===== config.mk =====
export PLATFORM = sky130hd
export DESIGN_NAME = uart_reg_responder
export DESIGN_NICKNAME = d
export VERILOG_FILES = /design/src/rtl/uart_reg_responder.sv
export SDC_FILE = /design/constraint.sdc
export NUM_CORES = 1
export LEC_CHECK = 0
export CAP_MARGIN = 20
export CORE_UTILIZATION = 40
export DETAILED_ROUTE_END_ITERATION = 7
export GPL_ROUTABILITY_DRIVEN = 0
export PLACE_DENSITY = 0.63
export SYNTH_ARGS = -nofsm -noshare
export SYNTH_HDL_FRONTEND = slang
export SYNTH_SLANG_ARGS = --single-unit

===== constraint.sdc =====
create_clock -name clk -period 4.46 [get_ports clk]
set_input_delay 1.115 -clock clk [delete_from_list [all_inputs] [get_ports clk]]
set_output_delay 1.115 -clock clk [all_outputs]
set_load 0.005 [all_outputs]

===== src/rtl/uart_reg_responder.sv =====
// ---------------------------------------------------------------------------
// uart_reg_responder
//
// Host-facing responder for a small byte protocol carried over a UART. The
// host can write or read a bank of 8-bit registers:
//    write frame : 'W' (0x57), addr, data   -> answers 'K' (0x4B) or 'E' (0x45)
//    read frame  : 'R' (0x52), addr         -> answers register value or 'E'
// Any unknown command byte is answered with 'E'. Every answer is one byte
// handed to the UART transmitter with a one-cycle send pulse. The block then
// waits for the transmitter's tx_done before it accepts the next command.
//
// Ports
//    clk      : single clock, all state changes on its rising edge
//    reset    : asynchronous, active-low reset
//    rx_done  : one-cycle pulse, rx_data holds a received byte
//    rx_data  : received byte
//    tx_done  : one-cycle pulse, transmitter finished the stop bit
//    send     : one-cycle pulse, start transmitting tx_data
//    tx_data  : response byte, stable from send until tx_done
//    reg_out  : flattened register file, register i at [8i+7:8i]
//    busy     : high whenever the FSM is not in IDLE
// ---------------------------------------------------------------------------
module uart_reg_responder #(
   parameter int NUM_REGS = 8,
   parameter int TIMEOUT  = 1_000_000
) (
   input  logic                  clk,
   input  logic                  reset,
   input  logic                  rx_done,
   input  logic [7:0]            rx_data,
   input  logic                  tx_done,
   output logic                  send,
   output logic [7:0]            tx_data,
   output logic [8*NUM_REGS-1:0] reg_out,
   output logic                  busy
);

   localparam int CNT_W = (TIMEOUT > 1) ? $clog2(TIMEOUT) : 1;
   localparam logic [CNT_W-1:0] CNT_LAST = CNT_W'(TIMEOUT - 1);
   localparam logic [CNT_W-1:0] CNT_MAX  = {CNT_W{1'b1}};

   localparam logic [7:0] CMD_WRITE = 8'h57;
   localparam logic [7:0] CMD_READ  = 8'h52;
   localparam logic [7:0] RSP_OK    = 8'h4B;
   localparam logic [7:0] RSP_ERR   = 8'h45;

   typedef enum logic [1:0] {
      IDLE,
      GET_ADDR,
      GET_DATA,
      WAIT_TX
   } state_t;

   state_t               state_q, state_nxt;
   logic                 is_write_q, is_write_nxt;
   logic [7:0]           addr_q, addr_nxt;
   logic [CNT_W-1:0]     cnt_q, cnt_nxt;
   logic                 load_tx;
   logic [7:0]           tx_nxt;
   logic                 wr_en;
   logic [7:0]           rd_val;
   logic [8*NUM_REGS-1:0] regs_q;

   // Full 8-bit unsigned comparison so out-of-range addresses never alias
   // onto a real register.
   function automatic logic addr_legal(input logic [7:0] a);
      return (int'({24'd0, a}) < NUM_REGS);
   endfunction

   // Read mux addressed by the incoming address byte; looping over the legal
   // indices avoids any truncation of the 8-bit address.
   always_comb begin
      rd_val = 8'h00;
      for (int i = 0; i < NUM_REGS; i++) begin
         if (rx_data == 8'(i)) begin
            rd_val = regs_q[8*i +: 8];
         end
      end
   end

   // Next-state and response decode. The inter-byte counter is cleared by
   // default, so any state change or accepted byte restarts it; it only
   // advances while waiting for a byte inside a frame. A byte arriving in the
   // same cycle as the expiry takes priority over the timeout.
   always_comb begin
      state_nxt    = state_q;
      is_write_nxt = is_write_q;
      addr_nxt     = addr_q;
      cnt_nxt      = '0;
      load_tx      = 1'b0;
      tx_nxt       = 8'h00;
      wr_en        = 1'b0;

      unique case (state_q)
         IDLE: begin
            if (rx_done) begin
               if (rx_data == CMD_WRITE) begin
                  is_write_nxt = 1'b1;
                  state_nxt    = GET_ADDR;
               end else if (rx_data == CMD_READ) begin
                  is_write_nxt = 1'b0;
                  state_nxt    = GET_ADDR;
               end else begin
                  load_tx   = 1'b1;
                  tx_nxt    = RSP_ERR;
                  state_nxt = WAIT_TX;
               end
            end
         end

         GET_ADDR: begin
            if (rx_done) begin
               addr_nxt = rx_data;
               if (is_write_q) begin
                  state_nxt = GET_DATA;
               end else begin
                  load_tx   = 1'b1;
                  tx_nxt    = addr_legal(rx_data) ? rd_val : RSP_ERR;
                  state_nxt = WAIT_TX;
               end
            end else if (cnt_q == CNT_LAST) begin
               state_nxt = IDLE;
            end else begin
               cnt_nxt = (cnt_q == CNT_MAX) ? cnt_q : cnt_q + 1'b1;
            end
         end

         GET_DATA: begin
            if (rx_done) begin
               load_tx   = 1'b1;
               state_nxt = WAIT_TX;
               if (addr_legal(addr_q)) begin
                  wr_en  = 1'b1;
                  tx_nxt = RSP_OK;
               end else begin
                  tx_nxt = RSP_ERR;
               end
            end else if (cnt_q == CNT_LAST) begin
               state_nxt = IDLE;
            end else begin
               cnt_nxt = (cnt_q == CNT_MAX) ? cnt_q : cnt_q + 1'b1;
            end
         end

         WAIT_TX: begin
            if (tx_done) begin
               state_nxt = IDLE;
            end
         end

         default: begin
            state_nxt = IDLE;
         end
      endcase
   end

   // State, frame context, counter and the transmit handshake. tx_data only
   // loads together with send, so it stays stable through WAIT_TX.
   always_ff @(posedge clk or negedge reset) begin
      if (!reset) begin
         state_q    <= IDLE;
         is_write_q <= 1'b0;
         addr_q     <= 8'h00;
         cnt_q      <= '0;
         send       <= 1'b0;
         tx_data    <= 8'h00;
      end else begin
         state_q    <= state_nxt;
         is_write_q <= is_write_nxt;
         addr_q     <= addr_nxt;
         cnt_q      <= cnt_nxt;
         send       <= load_tx;
         if (load_tx) begin
            tx_data <= tx_nxt;
         end
      end
   end

   // Register bank; the write lands on the same edge that sends 'K'.
   always_ff @(posedge clk or negedge reset) begin
      if (!reset) begin
         regs_q <= '0;
      end else begin
         for (int i = 0; i < NUM_REGS; i++) begin
            if (wr_en && (addr_q == 8'(i))) begin
               regs_q[8*i +: 8] <= rx_data;
            end
         end
      end
   end

   assign reg_out = regs_q;
   assign busy    = (state_q != IDLE);

endmodule


### Yosys cells after proc, flatten, opt, wreduce, memory -nomap -nowiden

Cells that the tools add are included.

| word-level totals | value |
|---|---|
| register bits | 104 |
| word-level logic and storage cells | 100 |
| input port bits | 12 |
| output and inout port bits | 74 |

| cells by class | value |
|---|---|
| reductions and logical operators | 17 |
| mux-type cells | 42 |
| $add $sub $neg | 1 |
| magnitude comparators | 2 |
| equality and inequality tests | 24 |

Operators by type and width:

| operator | count |
|---|---|
| 8-bit 2-to-1 mux | 11 |
| 20-bit 2-to-1 mux | 4 |
| 8-bit by 3-bit equality test with 1-bit output, second input constant | 8 |
| 20-bit equality test, second input constant | 2 |
| 8-bit by 2-bit equality test with 1-bit output, second input constant | 4 |
| 7-bit 2-to-1 mux | 4 |
| 8-bit case mux with 3 select lines | 1 |
| 20-bit by 1-bit adder with 20-bit output, second input constant | 1 |
| 8-bit by 1-bit equality test with 1-bit output, second input constant | 2 |
| 8-bit by 7-bit equality test with 1-bit output, second input constant | 2 |
| 8-bit zero test | 2 |
| 8-bit by 4-bit less-than comparator with 1-bit output, second input constant | 2 |
| 2-bit 2-to-1 mux | 7 |
| 1-bit 2-to-1 mux | 12 |
| 1-bit logical AND | 8 |
| 2-bit case mux with 4 select lines | 1 |
| 2-bit equality test, second input constant | 2 |
| 4-bit 2-to-1 mux | 1 |
| 2-bit != test, second input constant | 2 |
| 4-bit != test, second input constant | 1 |
| 2-bit AND reduction | 2 |
| 2-bit nonzero test | 2 |
| 1-bit case mux with 3 select lines | 1 |
| 3-bit AND reduction | 1 |
| 3 further kinds | 3 |

### Depth between registers and ports, before layout

| depth | value |
|---|---|
| depth after elaboration | 13 |
| gate-level depth with buffers | 8 |
| mapped depth without buffers | 7 |

### Worst setup path before layout

Ideal clock, no wire load.

| timing path | value |
|---|---|
| kind | input to register |
| start | input rx_data[7] |
| end | register tx_data[2] |
| arrival time | 2.353 ns |
| buffers on the path | 2 |
| path slack | 1.981 ns |
| required time | 4.334 ns |
| setup time | 0.126 ns |
| stages | 7 |
| cells stage by stage | clkbuf_1 nor3_2 nand3_1 a2bb2oi_1 buf_2 nor3_1 a221o_1 |

| on the way | value |
|---|---|
| longest elaborated chain between the ends | 13 |

RTL lines:

| item | RTL line | text |
|---|---|---|
| from (decl) | 30 | `input logic [7:0] rx_data,` |
| 8-bit zero test | 75 | `if (rx_data == 8'(i)) begin` |
| 8-bit 2-to-1 mux (8 in series) | 75 |  |
| 8-bit 2-to-1 mux | 118 | `tx_nxt = addr_legal(rx_data) ? rd_val : RSP_ERR;` |
| 8-bit 2-to-1 mux | 114 | `if (is_write_q) begin` |
| 8-bit 2-to-1 mux | 112 | `if (rx_done) begin` |
| 8-bit case mux with 3 select lines | 94 | `unique case (state_q)` |
| to (signal assigned) | 174 | `tx_data <= tx_nxt;` |
| to (decl) | 33 | `output logic [7:0] tx_data,` |

Parallel ways exist; a longest one is shown, timed or not.
A chain may end at the register's enable or synchronous reset.

### Final worst setup path

| timing path | value |
|---|---|
| start | input rx_data[2] |
| end | register tx_data[2] |

The elaborated chain is that of the path after synthesis.

==> flow_summary.json <==
{
  "end_kind": "flip-flop",
  "reg2reg_depth": 6,
  "crit_chain": "clkdlybuf4s50_1, buf_4, xnor2_1, nand3_1, a2bb2oi_1, buf_4, nor2_1, a221o_1",
  "route.met3.wl_um": 624,
  "area_growth_pct": 24.9,
  "holdCritStartpoint": "addr_q[3]",
  "synth.area.top_cells": "dfrtp_1 (49%), mux2_2 (16%), xnor2_1 (2.5%)",
  "cts_hold_buffers": 0,
  "min_path_cells": 1,
  "tightest_slew_ns": 0.853,
  "place_hpwl_um": 9670,
  "die_h_um": 117,
  "rsz0062_at_grt": "no",
  "cts_tree": "built",
  "synth_most_common_cell": "dfrtp_1",
  "coreArea_mm2": 0.0127,
  "relSlewSlack_pct": 43.0,
  "io_pins": 86,
  "async_flop_share_pct": 100,
  "cts_max_level": 3,
  "grt_pass1_wl_um": 21400,
  "cts.sinks": 104,
  "place_area_mm2": 0.00625,
  "cts_resized": 0,
  "synth_warnings": 0,
  "hold_path_class": "flip-flop to flip-flop",
  "die_x_um": 117,
  "vias": 3813,
  "synth-main-ff-cell": "dfrtp_1",
  "synth_nets": 463,
  "grt-ovfl-total": 0,
  "max_cap_viol_count": 0,
  "finalSetupViolations": 0,
  "outcome": "completed",
  "multi_input_area_mm2": 0.00251,
  "arrival_ns": 3.28,
  "crit_type": "input port to flip-flop",
  "cts_root_buf": "clkbuf_16",
  "startpoint_type": "input port",
  "diodes": 0,
  "fillers": 1202,
  "drt_pre_antenna_iters": 4,
  "slowest_delay_ns": 0.70,
  "synth-seq-cells": 104,
  "cts_buffers": 9,
  "synth_cell_types": 58,
  "crit_top_cell": "buf_4",
  "synth_edf_count": 0,
  "cp_num_buf_inv": 3,
  "grt_antenna_before_repair": 0,
  "reg2reg_to": "reg_out[13]",
  "max_freq_ghz": 0.328,
  "met1_length_um": 6510,
  "drt_iter0_markers": 222,
  "power.leakage_nw": 2.87,
  "seq_area_mm2": 0.00260,
  "grt_pass1_vias": 3741,
  "grtUsageTotal_pct": 21.5,
  "path_clk_slew_ns": 0.07,
  "highest_layer": "met4",
  "finalCritPeriodShare_pct": 68.3,
  "r2r_start": "state_q[0]",
  "powerDensity_mw_per_mm2": 481,
  "cts_setup_buffers": 0,
  "grt_max_degree": 61,
  "clk_path_buf_depth": 2,
  "clock-skew-final_ns": 0.00816,
  "hold_violations": 0,
  "wl_met2_um": 6210,
  "wl_um": 13600,
  "min_to": "addr_q[3]",
  "critPathTopFamily": "buffers and inverters",
  "path_max_fanout": 22,
  "die_area_mm2": 0.0136,
  "nNetsFinal": 540,
  "via_per_inst": 5.45,
  "cp_data_required_time_ns": 4.69,
  "synth.top_cell.area_share_pct": 49.5,
  "start_util_pct": 41.3,
  "insertion_delay_ns": 0.35,
  "drc": 0,
  "ir_drop_uv": 182,
  "slowest_stage": "clkdlybuf4s50_1",
  "design_area_mm2": 0.00657,
  "rrSetupSlack_ns": 2.08,
  "finalMaxSlewViolations": 0,
  "io_buffers": 85,
  "drive_gt1_share_pct": 23.0,
  "rows": 41,
  "syn_inst": 445,
  "postRouteAntennaNets": 0,
  "synth_top_cell_by_area": "dfrtp_1",
  "yosysSeqAreaShare_pct": 49.5,
  "synthTopCellsByCount": "dfrtp_1 (104), mux2_2 (76), nor2_1 (34)",
  "period_minus_slack_ns": 3.05,
  "routedWlPerCell_um": 19.5,
  "syn-cell-area_mm2": 0.00526,
  "synth_area_per_cell_um2": 11.8,
  "setup-tns-final_ns": 0
}
how the worst max path moves through the flow:
stage	to	slack, ns	depth (start not counted)	start
final	tx_data[2]	1.41	8	rx_data[2]
after global routing	tx_data[7]	1.25	6	rx_data[3]
after CTS	tx_data[2]	1.45	8	rx_data[2]
after detailed placement	tx_data[2]	1.09	8	rx_data[2]
after global placement	tx_data[7]	1.16	6	rx_data[3]
after floorplan	tx_data[2]	1.98	7	rx_data[7]
metrics by stage:
stage	power, W	worst slack [ns]	instances	util (%)	hold slack, ns
2_1_floorplan	0.00182	1.98	445	-	0.467
3_3_place_gp	0.00231	1.16	683	49.2	0.491
3_5_place_dp	0.00235	1.09	683	49.2	0.495
4_1_cts	0.00318	1.45	699	51.6	0.511
5_1_grt	0.00333	1.25	699	51.6	0.533
6_report	0.00316	1.41	699	51.6	0.513
cells by family after synthesis:
group,share of synthesized area (%)
xor+xnor,2.83
buf+inv,2.78
mux,21.1
fa+ha+maj,1.43
compound gates,7.61
flops,49.5
simple gates,14.7
cells in the final DEF, fill, tap and decap left out, types with 3 or more instances in the layout:
cell	count
nor2b_1	3
mux2_1	4
nor4_1	3
a31oi_1	5
and3_1	6
nand3_1	17
mux2_2	76
nand3b_1	3
mux4_2	4
a21oi_1	11
nand2_1	24
mux2i_1	12
clkdlybuf4s50_1	83
nor3b_1	5
a22oi_1	5
nand4_1	7
o21ai_0	6
ha_1	6
o41ai_1	3
nor2_2	3
and2_1	3
a22o_1	4
nor3_1	9
clkbuf_16	9
nor2_1	34
inv_1	6
xnor2_1	15
dfrtp_1	104
buf_4	9
registers in the layout, indices dropped and copies added, names as in the netlist:
register / count
addr_q: 8
cnt_q: 20
is_write_q: 1
reg_out: 64
send: 1
state_q: 2
tx_data: 8
power by group:
group | switching, W | total (W) | internal [W] | leakage [nW]
Clock | 0.000368 | 0.000827 | 0.000459 | 0.148
Combinational | 0.000417 | 0.000991 | 0.000574 | 1.31
Sequential | 0.000185 | 0.00134 | 0.00115 | 1.41
Total | 0.000971 | 0.00316 | 0.00219 | 2.87
routing by layer:
layer / vias to the layer above / track usage (%)
met3: 20 / 2.54
met1: 1916 / 31.2
li1: 1774 / -
met2: 103 / 32.6
met5: - / 0
met4: 0 / 8.95
worst register-to-register path: cells and delay by family, from the launching register on:
kind          cells  cell delay, ns
simple gates      3            0.88
fa+ha+maj         1            0.35
mux               1            0.48
flops             1            0.44
buf+inv           1            0.11
cell type report:
| type | instances | area share, % |
|---|---|---|
| clock inverters | 6 | 1.12 |
| repair buffers | 93 | 13.8 |
| multi-input cells | 308 | 38.2 |
| clock buffers | 10 | 3.64 |
| inverters | 6 | 0.343 |
| well taps | 172 | 3.28 |
| flip-flops and latches | 104 | 39.6 |
(Power assumes the default switching activity.)
